$ cat src/rtl/load_store_unit.sv
// Single-outstanding load/store unit: byte-lane steering for stores, sign/zero extension for loads.
// Define LSU_MISALIGNED_TRAP_EN to trap misaligned H/W accesses instead of aligning them down.
module load_store_unit #(
  parameter int unsigned MAX_WAIT = 255
) (
  input  logic        i_clk,
  input  logic        i_rst,
  input  logic        i_in_valid,
  output logic        o_in_ready,
  input  logic [3:0]  i_in_op,
  input  logic [31:0] i_in_addr,
  input  logic [31:0] i_in_wdata,
  input  logic [4:0]  i_in_rd,
  output logic        o_mem_req,
  output logic        o_mem_we,
  output logic [31:0] o_mem_addr,
  output logic [3:0]  o_mem_wstrb,
  output logic [31:0] o_mem_wdata,
  input  logic        i_mem_gnt,
  input  logic        i_mem_rvalid,
  input  logic [31:0] i_mem_rdata,
  output logic        o_out_valid,
  output logic [4:0]  o_out_rd,
  output logic [31:0] o_out_res,
  output logic        o_out_err,
  output logic        o_out_misaligned
);

  localparam logic [7:0] WaitLast = 8'(MAX_WAIT - 1);

  typedef enum logic [1:0] {StIdle, StReq, StWait, StResp} state_e;

  state_e      r_state, w_state_d;
  logic        r_store, r_unsigned;
  logic [1:0]  r_size, r_lane;
  logic [4:0]  r_rd;
  logic [7:0]  r_cnt;
  logic        r_mem_we;
  logic [31:0] r_mem_addr, r_mem_wdata;
  logic [3:0]  r_mem_wstrb;
  logic [4:0]  r_out_rd, w_rd_d;
  logic [31:0] r_out_res, w_res_d;
  logic        r_out_err, w_err_d;
  logic        r_out_mis, w_mis_d;

  logic        w_accept, w_nop, w_misaligned, w_issue;
  logic [1:0]  w_lane;
  logic [3:0]  w_strb;
  logic [31:0] w_wdata, w_shift, w_load;

  assign w_accept = i_in_valid && (r_state == StIdle);
  assign w_nop    = (i_in_op == 4'hF);

`ifdef LSU_MISALIGNED_TRAP_EN
  assign w_misaligned = ((i_in_op[1:0] == 2'd1) && i_in_addr[0]) ||
                        (i_in_op[1] && (i_in_addr[1:0] != 2'b00));
`else
  assign w_misaligned = 1'b0;
`endif

  assign w_issue = w_accept && !w_nop && !w_misaligned;

  // Size code 3 falls into the word arm everywhere.
  always_comb begin
    w_lane  = 2'b00;
    w_strb  = 4'b1111;
    w_wdata = i_in_wdata;
    unique case (i_in_op[1:0])
      2'd0: begin
        w_lane  = i_in_addr[1:0];
        w_strb  = 4'b0001 << i_in_addr[1:0];
        w_wdata = {4{i_in_wdata[7:0]}};
      end
      2'd1: begin
        w_lane  = {i_in_addr[1], 1'b0};
        w_strb  = i_in_addr[1] ? 4'b1100 : 4'b0011;
        w_wdata = {2{i_in_wdata[15:0]}};
      end
      default: ;
    endcase
  end

  assign w_shift = i_mem_rdata >> {r_lane, 3'b000};

  always_comb begin
    w_load = i_mem_rdata;
    unique case (r_size)
      2'd0:    w_load = {{24{~r_unsigned & w_shift[7]}}, w_shift[7:0]};
      2'd1:    w_load = {{16{~r_unsigned & w_shift[15]}}, w_shift[15:0]};
      default: ;
    endcase
  end

  always_comb begin
    w_state_d = r_state;
    w_res_d   = r_out_res;
    w_err_d   = r_out_err;
    w_mis_d   = r_out_mis;
    w_rd_d    = r_out_rd;
    unique case (r_state)
      StIdle: begin
        if (w_accept) begin
          if (w_nop || w_misaligned) begin
            w_state_d = StResp;
            w_res_d   = 32'd0;
            w_err_d   = 1'b0;
            w_mis_d   = !w_nop;
            w_rd_d    = (!w_nop && i_in_op[3]) ? 5'd0 : i_in_rd;
          end else begin
            w_state_d = StReq;
          end
        end
      end
      StReq: begin
        if (i_mem_gnt) begin
          if (r_store) begin
            w_state_d = StResp;
            w_res_d   = 32'd0;
            w_err_d   = 1'b0;
            w_mis_d   = 1'b0;
            w_rd_d    = 5'd0;
          end else begin
            w_state_d = StWait;
          end
        end
      end
      StWait: begin
        if (i_mem_rvalid) begin
          w_state_d = StResp;
          w_res_d   = w_load;
          w_err_d   = 1'b0;
          w_mis_d   = 1'b0;
          w_rd_d    = r_rd;
        end else if (r_cnt == WaitLast) begin
          w_state_d = StResp;
          w_res_d   = 32'd0;
          w_err_d   = 1'b1;
          w_mis_d   = 1'b0;
          w_rd_d    = r_rd;
        end
      end
      StResp:  w_state_d = StIdle;
      default: w_state_d = StIdle;
    endcase
  end

  always_ff @(posedge i_clk) begin
    if (i_rst) begin
      r_state     <= StIdle;
      r_store     <= 1'b0;
      r_unsigned  <= 1'b0;
      r_size      <= 2'd0;
      r_lane      <= 2'd0;
      r_rd        <= 5'd0;
      r_cnt       <= 8'd0;
      r_mem_we    <= 1'b0;
      r_mem_addr  <= 32'd0;
      r_mem_wstrb <= 4'd0;
      r_mem_wdata <= 32'd0;
      r_out_rd    <= 5'd0;
      r_out_res   <= 32'd0;
      r_out_err   <= 1'b0;
      r_out_mis   <= 1'b0;
    end else begin
      r_state   <= w_state_d;
      r_out_rd  <= w_rd_d;
      r_out_res <= w_res_d;
      r_out_err <= w_err_d;
      r_out_mis <= w_mis_d;
      if (w_issue) begin
        r_store     <= i_in_op[3];
        r_unsigned  <= i_in_op[2];
        r_size      <= i_in_op[1:0];
        r_lane      <= w_lane;
        r_rd        <= i_in_rd;
        r_mem_we    <= i_in_op[3];
        r_mem_addr  <= {i_in_addr[31:2], 2'b00};
        r_mem_wstrb <= w_strb;
        r_mem_wdata <= w_wdata;
      end
      if (r_state == StReq) begin
        r_cnt <= 8'd0;
      end else if (r_state == StWait) begin
        r_cnt <= r_cnt + 8'd1;
      end
    end
  end

  assign o_in_ready       = (r_state == StIdle);
  assign o_mem_req        = (r_state == StReq);
  assign o_mem_we         = r_mem_we;
  assign o_mem_addr       = r_mem_addr;
  assign o_mem_wstrb      = r_mem_wstrb;
  assign o_mem_wdata      = r_mem_wdata;
  assign o_out_valid      = (r_state == StResp);
  assign o_out_rd         = r_out_rd;
  assign o_out_res        = r_out_res;
  assign o_out_err        = r_out_err;
  assign o_out_misaligned = r_out_mis;

endmodule

$ cat config.mk
export PLATFORM = sky130hd
export DESIGN_NAME = load_store_unit
export DESIGN_NICKNAME = d
export VERILOG_FILES = /design/src/rtl/load_store_unit.sv
export SDC_FILE = /design/constraint.sdc
export NUM_CORES = 1
export LEC_CHECK = 0
export CAP_MARGIN = 25
export CORE_MARGIN = 1
export CORE_UTILIZATION = 40
export CTS_CLUSTER_SIZE = 20
export DETAILED_ROUTE_END_ITERATION = 10
export GPL_TIMING_DRIVEN = 0
export HOLD_SLACK_MARGIN = 0.08
export PLACE_DENSITY = 0.73
export SLEW_MARGIN = 15
export SYNTH_ARGS = -nofsm -noshare
export SYNTH_HDL_FRONTEND = slang
export SYNTH_SLANG_ARGS = --single-unit
$ cat constraint.sdc
create_clock -name i_clk -period 2.8 [get_ports i_clk]
set_input_delay 0.56 -clock i_clk [delete_from_list [all_inputs] [get_ports i_clk]]
set_output_delay 0.56 -clock i_clk [all_outputs]
set_load 0.05 [all_outputs]
---- After elaboration in Yosys (flattened, before gate mapping) ----
Index checks and enable logic that the tools add are counted.
word-level totals
  register bits after elaboration ......... 126
  output and inout bits ................... 111
cells by class
  reductions and logical operators ........ 11
  equality and inequality tests ........... 12
  multiplexer cells ....................... 39
  $add $sub $neg .......................... 1
  shift-type cells ........................ 2
  bitwise logic cells ..................... 3
operators by type and width
  kind                 count
  $mux 32              6
  $pmux 32 s2          2
  $pmux 32 s3          1
  $mux 5               7
  $shr 32x5->16        1
  $pmux 5 s3           1
  $mux 1               11
  $mux 2               5
  $add 8x1->8 const B  1
  $eq 8x8->1 const B   1
  $ne 2x1->1 const B   4
  $pmux 2 s4           1
  $pmux 4 s2           1
  $eq 2x1->1 const B   3
  $logic_not 2->1      3
  $pmux 1 s3           2
  $reduce_and 6->1     1
  $eq 2x2->1 const B   2
  $eq 4x4->1 const B   1
  $mux 4               1
  $pmux 2 s2           1
  $shl 1x2->4 const A  1
  $logic_and 1x1->1    3
  $ne 3x3->1 const B   1
  6 further kinds      7

---- Longest topological paths before layout ----
Gate-level depths: netlist (run 1).
  depth after elaboration ................. 7
  depth in mapped cells ................... 9
  mapped depth without buffers ............ 7

---- Worst setup path after synthesis (run 1) ----
No wires, ideal clock.
  path type ............................... register -> register
  start point ............................. register r_state[0]
  end point ............................... register r_mem_wdata[22] (netlist: o_mem_wdata[22])
  cell stages (with the launch flop) ...... 8
  data required time ...................... 2714 ps
  slack ................................... 692 ps
  buffers on the path ..................... 2
  data arrival time ....................... 2023 ps
  clock period less this slack ............ 2108 ps
  setup time .............................. 86 ps
  cell sequence ........................... dfxtp_1 -> inv_1 -> ha_1 -> and3_1 -> clkbuf_1 -> clkbuf_1 -> nor2_1 -> a211oi_1
on the way
  cells in the longest elaborated chain, start to end .. 3
ends and longest elaborated chain
  element                   line  RTL
  start: declaration        33    state_e r_state, w_state_d;
  start signal: assignment  149   r_state <= StIdle;
  start signal: assignment  165   r_state <= w_state_d;
  $logic_not 2->1           -
  net o_in_ready            9     output logic o_in_ready,
  $logic_and 1x1->1         51    assign w_accept = i_in_valid && (r_state == StIdle);
  $logic_and 1x1->1         61    assign w_issue = w_accept && !w_nop && !w_misaligned;
  end signal: assignment    179   r_mem_wdata <= w_wdata;
  end: declaration          39    logic [31:0] r_mem_addr, r_mem_wdata;
The timed path passes the listed nets, and every way through them passes these cells.
A chain may end at the register's enable or synchronous reset.

---- Worst setup path in the final report (run 1) ----
  start point ............................. register r_state[0]
  end point ............................... output o_in_ready
on the way
  cells in the longest elaborated chain, start to end .. 1
ends and longest elaborated chain
  element           line  RTL
  $logic_not 2->1   189   assign o_in_ready = (r_state == StIdle);
  end: declaration  9
No other way between the ends.

==> impl_metrics.env, run 1 <==
export IMPL_cp_slowest_cell="clkdlybuf4s50_1"
export IMPL_die_area_sq_um=14710
export IMPL_synth_cells=722
export IMPL_p_int_uw=4634
export IMPL_post_cts_resized=0
export IMPL_synth_edf_count=0
export IMPL_drtAntennaViolNets=0
export IMPL_portBuffers=217
export IMPL_post_cts_setup_buffers=0
export IMPL_netlist_area_sq_um=5692
export IMPL_reg2reg_to="o_mem_wstrb[2]"
export IMPL_grt_pass1_wl_um=29640
export IMPL_num_vias=6040
export IMPL_clock_latency_ns=0.42
export IMPL_root_buffer="clkbuf_16"
export IMPL_vias_per_cell=5.252
export IMPL_grt_pass1_vias=5815
export IMPL_critical_path_depth=3
export IMPL_crit_arrival_ns=2.05
export IMPL_postSynth_asyncResetShare_pct=0
export IMPL_start_kind="register"
export IMPL_required_ns=2.24
export IMPL_clkSinkCount=126
export IMPL_num_rows=43
export IMPL_drc=0
export IMPL_cp_max_fo=5
export IMPL_syn_to_final_growth_pct=52.36
export IMPL_hp_class="reg -> reg"
export IMPL_num_io_pins=221
export IMPL_cts_tree="yes"
export IMPL_drive_gt1_share_pct=4.742
export IMPL_ys_seq_area_share_pct=44.32
export IMPL_powerDensity_nw_per_um2=922.2
export IMPL_yosys_warnings=0
export IMPL_core_area_sq_um=13880
export IMPL_path_class="reg -> out"
export IMPL_initial_utilization_pct=41.00
export IMPL_place_hpwl_um=13920
export IMPL_holdPathStages=2
export IMPL_min_from="o_mem_addr[13]"
export IMPL_slew_headroom_pct=48.98
export IMPL_whs_ns=0.4517
export IMPL_h_tree_depth=4
export IMPL_die_h_um=121.3
export IMPL_die_width_um=121.3
export IMPL_routed_wl_um=18790
export IMPL_overflow=0
export IMPL_antenna_found_initial=0
export IMPL_clkPwrFrac_pct=26.9
export IMPL_min_to="o_mem_addr[13]"
export IMPL_fin_crit_sh_pct=93.34
export IMPL_antenna_cells=0
export IMPL_worstPathCellList="inv_1 > ha_1 > clkdlybuf4s50_1"
export IMPL_nFillCells=1267
export IMPL_ys_ff_latch=126
export IMPL_yosysUniqueCellTypes=47
export IMPL_status="finished clean"
export IMPL_dr_pass1_iters=5
export IMPL_finalSetupTns_ns=0
export IMPL_max_cap_violations=0
export IMPL_switching_share_pct=42.05
export IMPL_rsz0062_at_grt="false"
export IMPL_clock_fmax_mhz=382.6
export IMPL_path_clk_slew_ns=0.05
export IMPL_slew_violations=0
export IMPL_seqPwrFrac_pct=28.7
export IMPL_power_leakage_uw=0.003066
export IMPL_fin_worst_skew_ns=0.01327
export IMPL_avgRoutedWirePerCell_um=16.34
export IMPL_nets=1076
export IMPL_grt_max_degree=17
export IMPL_cp_num_buf_inv=2
export IMPL_switching_power_uw=3363
export IMPL_setup_viol=0
export IMPL_period_minus_slack_ns=2.613
export IMPL_vdd_drop_max_mv=0.4725
export IMPL_clockBufferDepth=2
export IMPL_synth_ff_type="dfxtp_1"
export IMPL_avgSynthCellArea_sq_um=7.883
export IMPL_combinationalPowerShare_pct=44.4
export IMPL_drt_iter0_markers=348
export IMPL_critPathTopFamily="buffers and inverters"
export IMPL_tightest_slew_ns=0.7625
export IMPL_r2r_worst_path_cells=7
export IMPL_holdBufCountCts=0
export IMPL_cts_buffers=17
export IMPL_hold_viol=0
export IMPL_track_usage_pct=26.26
export IMPL_cpPeakStageDelay_ns=0.85
export IMPL_cp_end_kind="output port"
export IMPL_r2r_start="r_state[0]"
export IMPL_gp_congestion=0.9013
export IMPL_reg2reg_slack_ns=0.53
worst max-delay path by stage:
stage,start,end,slack (ns)
after detailed placement,i_in_op[2],o_mem_wstrb[2],0.04
final,r_state[0],o_in_ready,0.19
after CTS,r_state[0],o_in_ready,0.18
after global placement,i_in_op[2],o_mem_wstrb[2],0.06
after floorplan,r_state[0],o_mem_wdata[22],0.69
after global routing,r_state[0],o_in_ready,0.13
cells in the final DEF, fill, tap and decap left out, drive strengths merged, types with 2 or more instances in the layout:
| cell type | n |
|---|---|
| a211oi | 17 |
| a21oi | 110 |
| a221oi | 6 |
| a311oi | 8 |
| a32oi | 5 |
| and2 | 2 |
| and3 | 2 |
| buf | 16 |
| clkbuf | 70 |
| clkdlybuf4s50 | 217 |
| clkinv | 4 |
| conb | 2 |
| dfxtp | 126 |
| ha | 7 |
| inv | 11 |
| mux2i | 20 |
| nand2 | 177 |
| nand2b | 5 |
| nand3 | 11 |
| nand3b | 3 |
| nand4 | 4 |
| nor2 | 39 |
| nor2b | 10 |
| nor3 | 4 |
| o211ai | 25 |
| o21ai | 23 |
| o21bai | 10 |
| o22a | 12 |
| o22ai | 2 |
| o31ai | 2 |
| or3 | 4 |
| xnor2 | 2 |
| xor2 | 3 |
synth_stat cells, types with 11 or more instances:
cell | n | area (sq um)
o22a_1 | 12 | 105.1
nor2_1 | 39 | 146.4
nand3_1 | 11 | 55.05
nand2_1 | 177 | 664.4
o21ai_0 | 23 | 115.1
mux2i_1 | 20 | 200.2
a211oi_1 | 17 | 127.6
a21oi_1 | 110 | 550.5
clkbuf_1 | 45 | 168.9
o211ai_1 | 25 | 187.7
dfxtp_1 | 126 | 2522
logic make-up after synthesis:
family	share of synthesized area [%]
xor gates and xnor gates	0.7695
muxes	3.715
and+or+nand+nor	19.56
AOI/OAI and AO/OA	24.82
buffers and inverters	5.210
adders and majority gates	1.539
DFF	44.32
other	0.06589
worst reg2reg max path, delay by kind of cell (launching register included):
kind / cells / cell delay (ns)
DFF: 1 / 0.33
adders and majority gates: 1 / 0.31
buffers and inverters: 3 / 0.96
and+or+nand+nor: 1 / 0.23
AOI/OAI and AO/OA: 2 / 0.37
metal layers:
metal  share of wire, %  wire (um)  GRT usage [%]  up-vias
met5                  0          0              0        -
met4                1.7        311          10.49        0
met3                9.5       1779          9.117       24
met2                 46       8689          42.37      233
met1                 43       8013          31.73     2799
li1                   -          -              -     2984
power groups by stage:
stage | clock, uW | sequential [uW] | combinational, uW
after global placement | 0 | 2320 | 3520
after floorplan | 0 | 3220 | 1430
final | 2150 | 2290 | 3550
after detailed placement | 0 | 2330 | 3540
after global routing | 2260 | 2330 | 3810
after CTS | 2180 | 2290 | 3560
registers in the layout, indices dropped and copies added, names as in the netlist:
signal and cells:
o_mem_wstrb 4, r_size 2, o_out_err 1, r_rd 5, o_out_res 32, o_mem_we 1
r_unsigned 1, o_out_rd 5, r_state 2, r_lane 2, o_out_misaligned 1, o_mem_addr 30
o_mem_wdata 32, r_cnt 8
metrics by stage:
stage	instance area (sq um)	util, %	setup slack, ns	cells	power [uW]
global route	8672	62.48	0.1251	1150	8405
finish	8672	62.48	0.1866	1150	7997
floorplan	5695	-	0.6919	723	4648
detailed placement	8093	58.30	0.04312	1120	5868
global placement	8093	58.30	0.05986	1120	5841
CTS	8672	62.48	0.1805	1150	8033
cell type report:
type / instances / area [sq um] / area share (%)
clock buffers: 25 / 525.5 / 6.060
flip-flops and latches: 126 / 2522 / 29.09
plain buffers: 61 / 255.2 / 2.943
multi-input cells: 525 / 2877 / 33.17
clock inverters: 5 / 53.80 / 0.6204
repair buffers: 217 / 2172 / 25.05
inverters: 11 / 41.29 / 0.4761
well taps: 180 / 225.2 / 2.597
Power figures use the tool's default switching activity.
==> run 2: changes to the inputs <==
ABC_AREA = 1   (was not set)
SLEW_MARGIN = not set   (was 15)
==> impl_metrics.env, run 2 <==
export IMPL_die_area_sq_um=15030
export IMPL_synth_edf_count=0
export IMPL_clock_fmax_mhz=387.6
export IMPL_avgRoutedWirePerCell_um=15.25
export IMPL_fin_crit_sh_pct=92.14
export IMPL_path_clk_slew_ns=0.06
export IMPL_finalPower_uw=8303
export IMPL_post_cts_resized=0
export IMPL_yosys_warnings=0
export IMPL_period_minus_slack_ns=2.580
export IMPL_multi_input_area_sq_um=2789
export IMPL_seqPwrFrac_pct=28.4
export IMPL_rsz0062_at_grt="false"
export IMPL_p_int_uw=4611
export IMPL_die_width_um=122.6
export IMPL_final_seq_area_sq_um=2522
export IMPL_cts_tree="yes"
export IMPL_drc=0
export IMPL_switching_share_pct=44.46
export IMPL_slew_headroom_pct=56.46
export IMPL_path_class="reg -> out"
export IMPL_vdd_drop_max_mv=0.5423
export IMPL_power_leakage_uw=0.003473
export IMPL_required_ns=2.24
export IMPL_synthMuxAreaShare_pct=0.1721
export IMPL_synth_xor_area_share_pct=0
export IMPL_hp_class="reg -> reg"
export IMPL_track_usage_pct=26.65
export IMPL_post_synth_top_count_cell="nand2_1"
export IMPL_avgSynthCellArea_sq_um=6.811
export IMPL_drive_gt1_share_pct=6.250
export IMPL_syn_to_final_growth_pct=50.76
export IMPL_max_cap_violations=0
export IMPL_cpPeakStageDelay_ns=0.87
export IMPL_switching_power_uw=3692
export IMPL_num_vias=6483
export IMPL_crit_arrival_ns=2.02
export IMPL_status="finished clean"
export IMPL_grt_max_degree=17
export IMPL_clkSinkCount=126
export IMPL_synthSimpleGateAreaFrac_pct=28.67
export IMPL_ys_top_cells_by_area="dfxtp_1 43%, nand2_1 14%, o21ai_0 7.5%"
export IMPL_synth_cells=854
export IMPL_finalNonFillerCells=1284
export IMPL_drtAntennaViolNets=0
export IMPL_core_area_sq_um=14040
export IMPL_cp_end_kind="output port"
export IMPL_synth_common_cells="211 x nand2_1, 126 x dfxtp_1, 108 x nor2_1"
export IMPL_initial_utilization_pct=41.42
export IMPL_clockBufferDepth=2
export IMPL_root_buffer="clkbuf_16"
export IMPL_final_cell_mix="217 x clkdlybuf4s50_1, 211 x nand2_1, 126 x dfxtp_1"
export IMPL_final_common_cell="clkdlybuf4s50_1"
export IMPL_cp_num_buf_inv=2
export IMPL_holdBufCountCts=0
export IMPL_hold_viol=0
export IMPL_synth_compound_gate_area_share_pct=17.47
export IMPL_vias_per_cell=5.049
export IMPL_powerDensity_nw_per_um2=946.8
export IMPL_h_tree_depth=4
export IMPL_dr_pass1_iters=5
export IMPL_globalRouteMet3Util_pct=8.783
export IMPL_antenna_cells=0
export IMPL_finalSetupTns_ns=0
export IMPL_netlist_area_sq_um=5817
export IMPL_critPathTopFamily="buffers and inverters"
export IMPL_synth_largest_area_cell="dfxtp_1"
export IMPL_worstPathCellList="inv_1 > ha_1 > clkdlybuf4s50_1"
export IMPL_post_cts_setup_buffers=0
export IMPL_synth_top_cell_area_share_pct=43.36
export IMPL_die_h_um=122.6
export IMPL_clkPwrFrac_pct=24.9
export IMPL_cp_max_fo=5
export IMPL_ys_ff_latch=126
export IMPL_yosysUniqueCellTypes=34
export IMPL_nets=1208
export IMPL_fin_worst_skew_ns=0.008217
export IMPL_whs_ns=0.4596
export IMPL_grt_use_met1_pct=32.57
export IMPL_place_area_sq_um=8218
export IMPL_synthAdderAreaFrac_pct=1.506
export IMPL_num_rows=43
export IMPL_cts_buffers=17
export IMPL_clock_latency_ns=0.42
export IMPL_place_hpwl_um=14550
export IMPL_postSynth_asyncResetShare_pct=0
export IMPL_synth_ff_type="dfxtp_1"
export IMPL_start_kind="register"
export IMPL_overflow=0
export IMPL_ys_seq_area_share_pct=43.36
export IMPL_grt_pass1_wl_um=30350
export IMPL_tightest_slew_ns=0.6532
export IMPL_gp_congestion=0.8992
export IMPL_routed_wl_um=19580
export IMPL_portBuffers=217
export IMPL_num_io_pins=221
export IMPL_drt_iter0_markers=602
export IMPL_design_area_sq_um=8770
export IMPL_cp_slowest_cell="clkdlybuf4s50_1"
export IMPL_groute_layer_met2_usage_pct=42.84
export IMPL_grt_pass1_vias=5939
export IMPL_antenna_found_initial=0
export IMPL_dp_cells=1252
export IMPL_setup_viol=0
export IMPL_grt_busiest_layer="met2"
export IMPL_synth_top_family_by_area="simple AND/OR/NAND/NOR gates"
export IMPL_combinationalPowerShare_pct=46.8
export IMPL_nFillCells=1339
export IMPL_slew_violations=0
==> run 2: changes by cell type in the layout (fill, tap and decap cells not counted), moves of 10 or more <==
cell and delta:
nand2_1 +34, nor2b_1 -10, o211ai_1 -23, nor3_1 +20, o21bai_1 -10, mux2i_1 -19, nand3_1 +28, a21oi_1 -26
clkbuf_1 -14, a211oi_1 -15, o21ai_0 +64, nor2_1 +69, inv_1 +53, o22a_1 -12
==> run 2: worst register-to-register path, delay by kind of cell, from the launching register on <==
family / cells / cell delay [ns]
DFF: 1 / 0.41
AOI/OAI and AO/OA: 1 / 0.06
buffers and inverters: 6 / 0.85
adders and majority gates: 1 / 0.20
and+or+nand+nor: 5 / 0.58
==> run 2: routing by layer <==
layer | part of all wire, % | wire length, um
met5 | 0 | 0
met4 | 2.2 | 430
met3 | 9.5 | 1865
met2 | 46 | 8954
met1 | 43 | 8334
==> run 2: power by group through the flow <==
stage               clock (uW)  sequential, uW  combinational (uW)
floorplan                    0            3390                1570
global placement             0            2380                3850
detailed placement           0            2390                3870
CTS                       2100            2360                3890
global route              2180            2390                4190
finish                    2060            2350                3880
==> run 2: worst paths after layout <==
kind	start	end	slack [ns]	cells past startpoint
min	r_rd[4]	r_rd[4]	0.46	2
min reg2reg	r_rd[4]	r_rd[4]	0.46	2
max reg2reg	r_state[0]	o_out_res[24]	0.57	13
max	r_state[1]	o_in_ready	0.22	3
==> run 2: layout make-up <==
cell class | count | area share (%)
Multi-Input combinational cell | 607 | 31.80
Sequential cell | 126 | 28.76
Timing Repair Buffer | 217 | 24.77
Clock buffer | 19 | 4.937
Inverter | 69 | 2.953
Buffer | 53 | 2.853
Tap cell | 180 | 2.568
Clock inverter | 13 | 1.355
==> run 2: cells by family after synthesis <==
kind of cell | Yosys count
simple gates | 402
compound gates | 195
flops | 126
buf+inv | 122
fa+ha+maj | 7
mux | 1
other cells | 1
==> run 2: stage by stage <==
step,setup WS (ns),util (%)
after global routing,0.1629,62.45
final,0.2201,62.45
after detailed placement,0.06086,58.52
after global placement,0.05505,58.52
after CTS,0.1933,62.45
after floorplan,0.7594,-
==> run 3: changes to the inputs <==
MAX_ROUTING_LAYER = met4   (was not set)
==> impl_metrics.env, run 3 (synthesis results as in run 2) <==
export IMPL_clock_latency_ns=0.42
export IMPL_holdBufCountCts=0
export IMPL_drc=0
export IMPL_switching_power_uw=3706
export IMPL_post_cts_setup_buffers=0
export IMPL_slew_headroom_pct=56.28
export IMPL_seqPwrFrac_pct=28.3
export IMPL_multi_input_area_sq_um=2789
export IMPL_num_rows=43
export IMPL_drtAntennaViolNets=0
export IMPL_fin_worst_skew_ns=0.01045
export IMPL_hold_viol=0
export IMPL_cts_tree="yes"
export IMPL_die_width_um=122.6
export IMPL_dr_pass1_iters=5
export IMPL_rsz0062_at_grt="false"
export IMPL_root_buffer="clkbuf_16"
export IMPL_clkPwrFrac_pct=24.9
export IMPL_start_kind="register"
export IMPL_path_clk_slew_ns=0.06
export IMPL_vdd_drop_max_mv=0.5427
export IMPL_layout_setup_ws_ns=0.2124
export IMPL_syn_to_final_growth_pct=50.76
export IMPL_post_cts_resized=0
export IMPL_final_cell_mix="217 x clkdlybuf4s50_1, 211 x nand2_1, 126 x dfxtp_1"
export IMPL_grt_pass1_wl_um=30360
export IMPL_initial_utilization_pct=41.42
export IMPL_final_common_cell="clkdlybuf4s50_1"
export IMPL_clock_fmax_mhz=386.5
export IMPL_clockBufferDepth=2
export IMPL_finalNonFillerCells=1284
export IMPL_finalSetupTns_ns=0
export IMPL_hp_class="reg -> reg"
export IMPL_num_vias=6519
export IMPL_power_leakage_uw=0.003473
export IMPL_final_seq_area_sq_um=2522
export IMPL_drive_gt1_share_pct=6.250
export IMPL_die_area_sq_um=15030
export IMPL_powerDensity_nw_per_um2=948.4
export IMPL_crit_arrival_ns=2.03
export IMPL_combinationalPowerShare_pct=46.8
export IMPL_grt_max_degree=17
export IMPL_path_class="reg -> out"
export IMPL_routed_wl_um=19680
export IMPL_antenna_cells=0
export IMPL_max_cap_violations=0
export IMPL_nets=1208
export IMPL_tightest_slew_ns=0.6558
export IMPL_switching_share_pct=44.56
export IMPL_grt_pass1_vias=5954
export IMPL_core_area_sq_um=14040
export IMPL_clkSinkCount=126
export IMPL_dp_cells=1252
export IMPL_vias_per_cell=5.077
export IMPL_drt_iter0_markers=542
export IMPL_place_hpwl_um=14550
export IMPL_antenna_found_initial=0
export IMPL_cts_buffers=17
export IMPL_fin_crit_sh_pct=92.41
export IMPL_cp_end_kind="output port"
export IMPL_overflow=0
export IMPL_setup_viol=0
export IMPL_cp_max_fo=6
export IMPL_nFillCells=1339
export IMPL_track_usage_pct=27.50
export IMPL_slew_violations=0
export IMPL_portBuffers=217
export IMPL_dp_slack_ns=0.06086
export IMPL_period_minus_slack_ns=2.588
export IMPL_p_int_uw=4611
export IMPL_status="finished clean"
export IMPL_avgRoutedWirePerCell_um=15.32
export IMPL_h_tree_depth=4
export IMPL_num_io_pins=221
export IMPL_die_h_um=122.6
export IMPL_gp_congestion=0.9145
export IMPL_required_ns=2.24
[run 3: critical path, stage by stage, from the launching register on]
cell             delay, ns
dfxtp_1               0.36
inv_1                 0.13
ha_1                  0.24
clkdlybuf4s50_1       0.87
[run 3: layer usage]
layer	track usage (%)	up-vias	wire length (um)
li1	-	3247	-
met1	33.03	2961	8399
met2	42.73	280	9004
met3	8.875	31	1875
met4	10.37	0	398
met5	-	-	0
[run 3: cell type report]
class                      instances  share of cell area, %
multi-input combinational        607                  31.80
sequential                       126                  28.76
tap                              180                  2.568
inverter                          69                  2.953
clock inverter                    13                  1.355
timing repair buffer             217                  24.77
buffer                            53                  2.853
clock buffer                      19                  4.937
[run 3: path summary, 6_finish.rpt]
path	endpoint	startpoint	slack, ns	cells past startpoint
worst min register to register	r_rd[4]	r_rd[4]	0.46	2
worst min-delay path	r_rd[4]	r_rd[4]	0.46	2
worst max register to register	o_out_res[24]	r_state[0]	0.57	13
worst max-delay path	o_in_ready	r_state[0]	0.21	3
[run 3: power groups by stage]
stage | logic [uW] | registers [uW] | clock network (uW)
after global placement | 3850 | 2380 | 0
after floorplan | 1570 | 3390 | 0
final | 3890 | 2360 | 2070
after global routing | 4190 | 2390 | 2180
after CTS | 3890 | 2360 | 2100
after detailed placement | 3870 | 2390 | 0
[run 3: per-stage QoR]
stage                     area, sq um  total power (uW)  util, %  hold slack, ns
final                            8770              8317    62.45          0.4584
after floorplan                  5821              4965        -          0.4319
after detailed placement         8218              6254    58.52          0.4543
after global placement           8218              6228    58.52          0.4489
after CTS                        8770              8338    62.45          0.4622
after global routing             8770              8769    62.45          0.4788
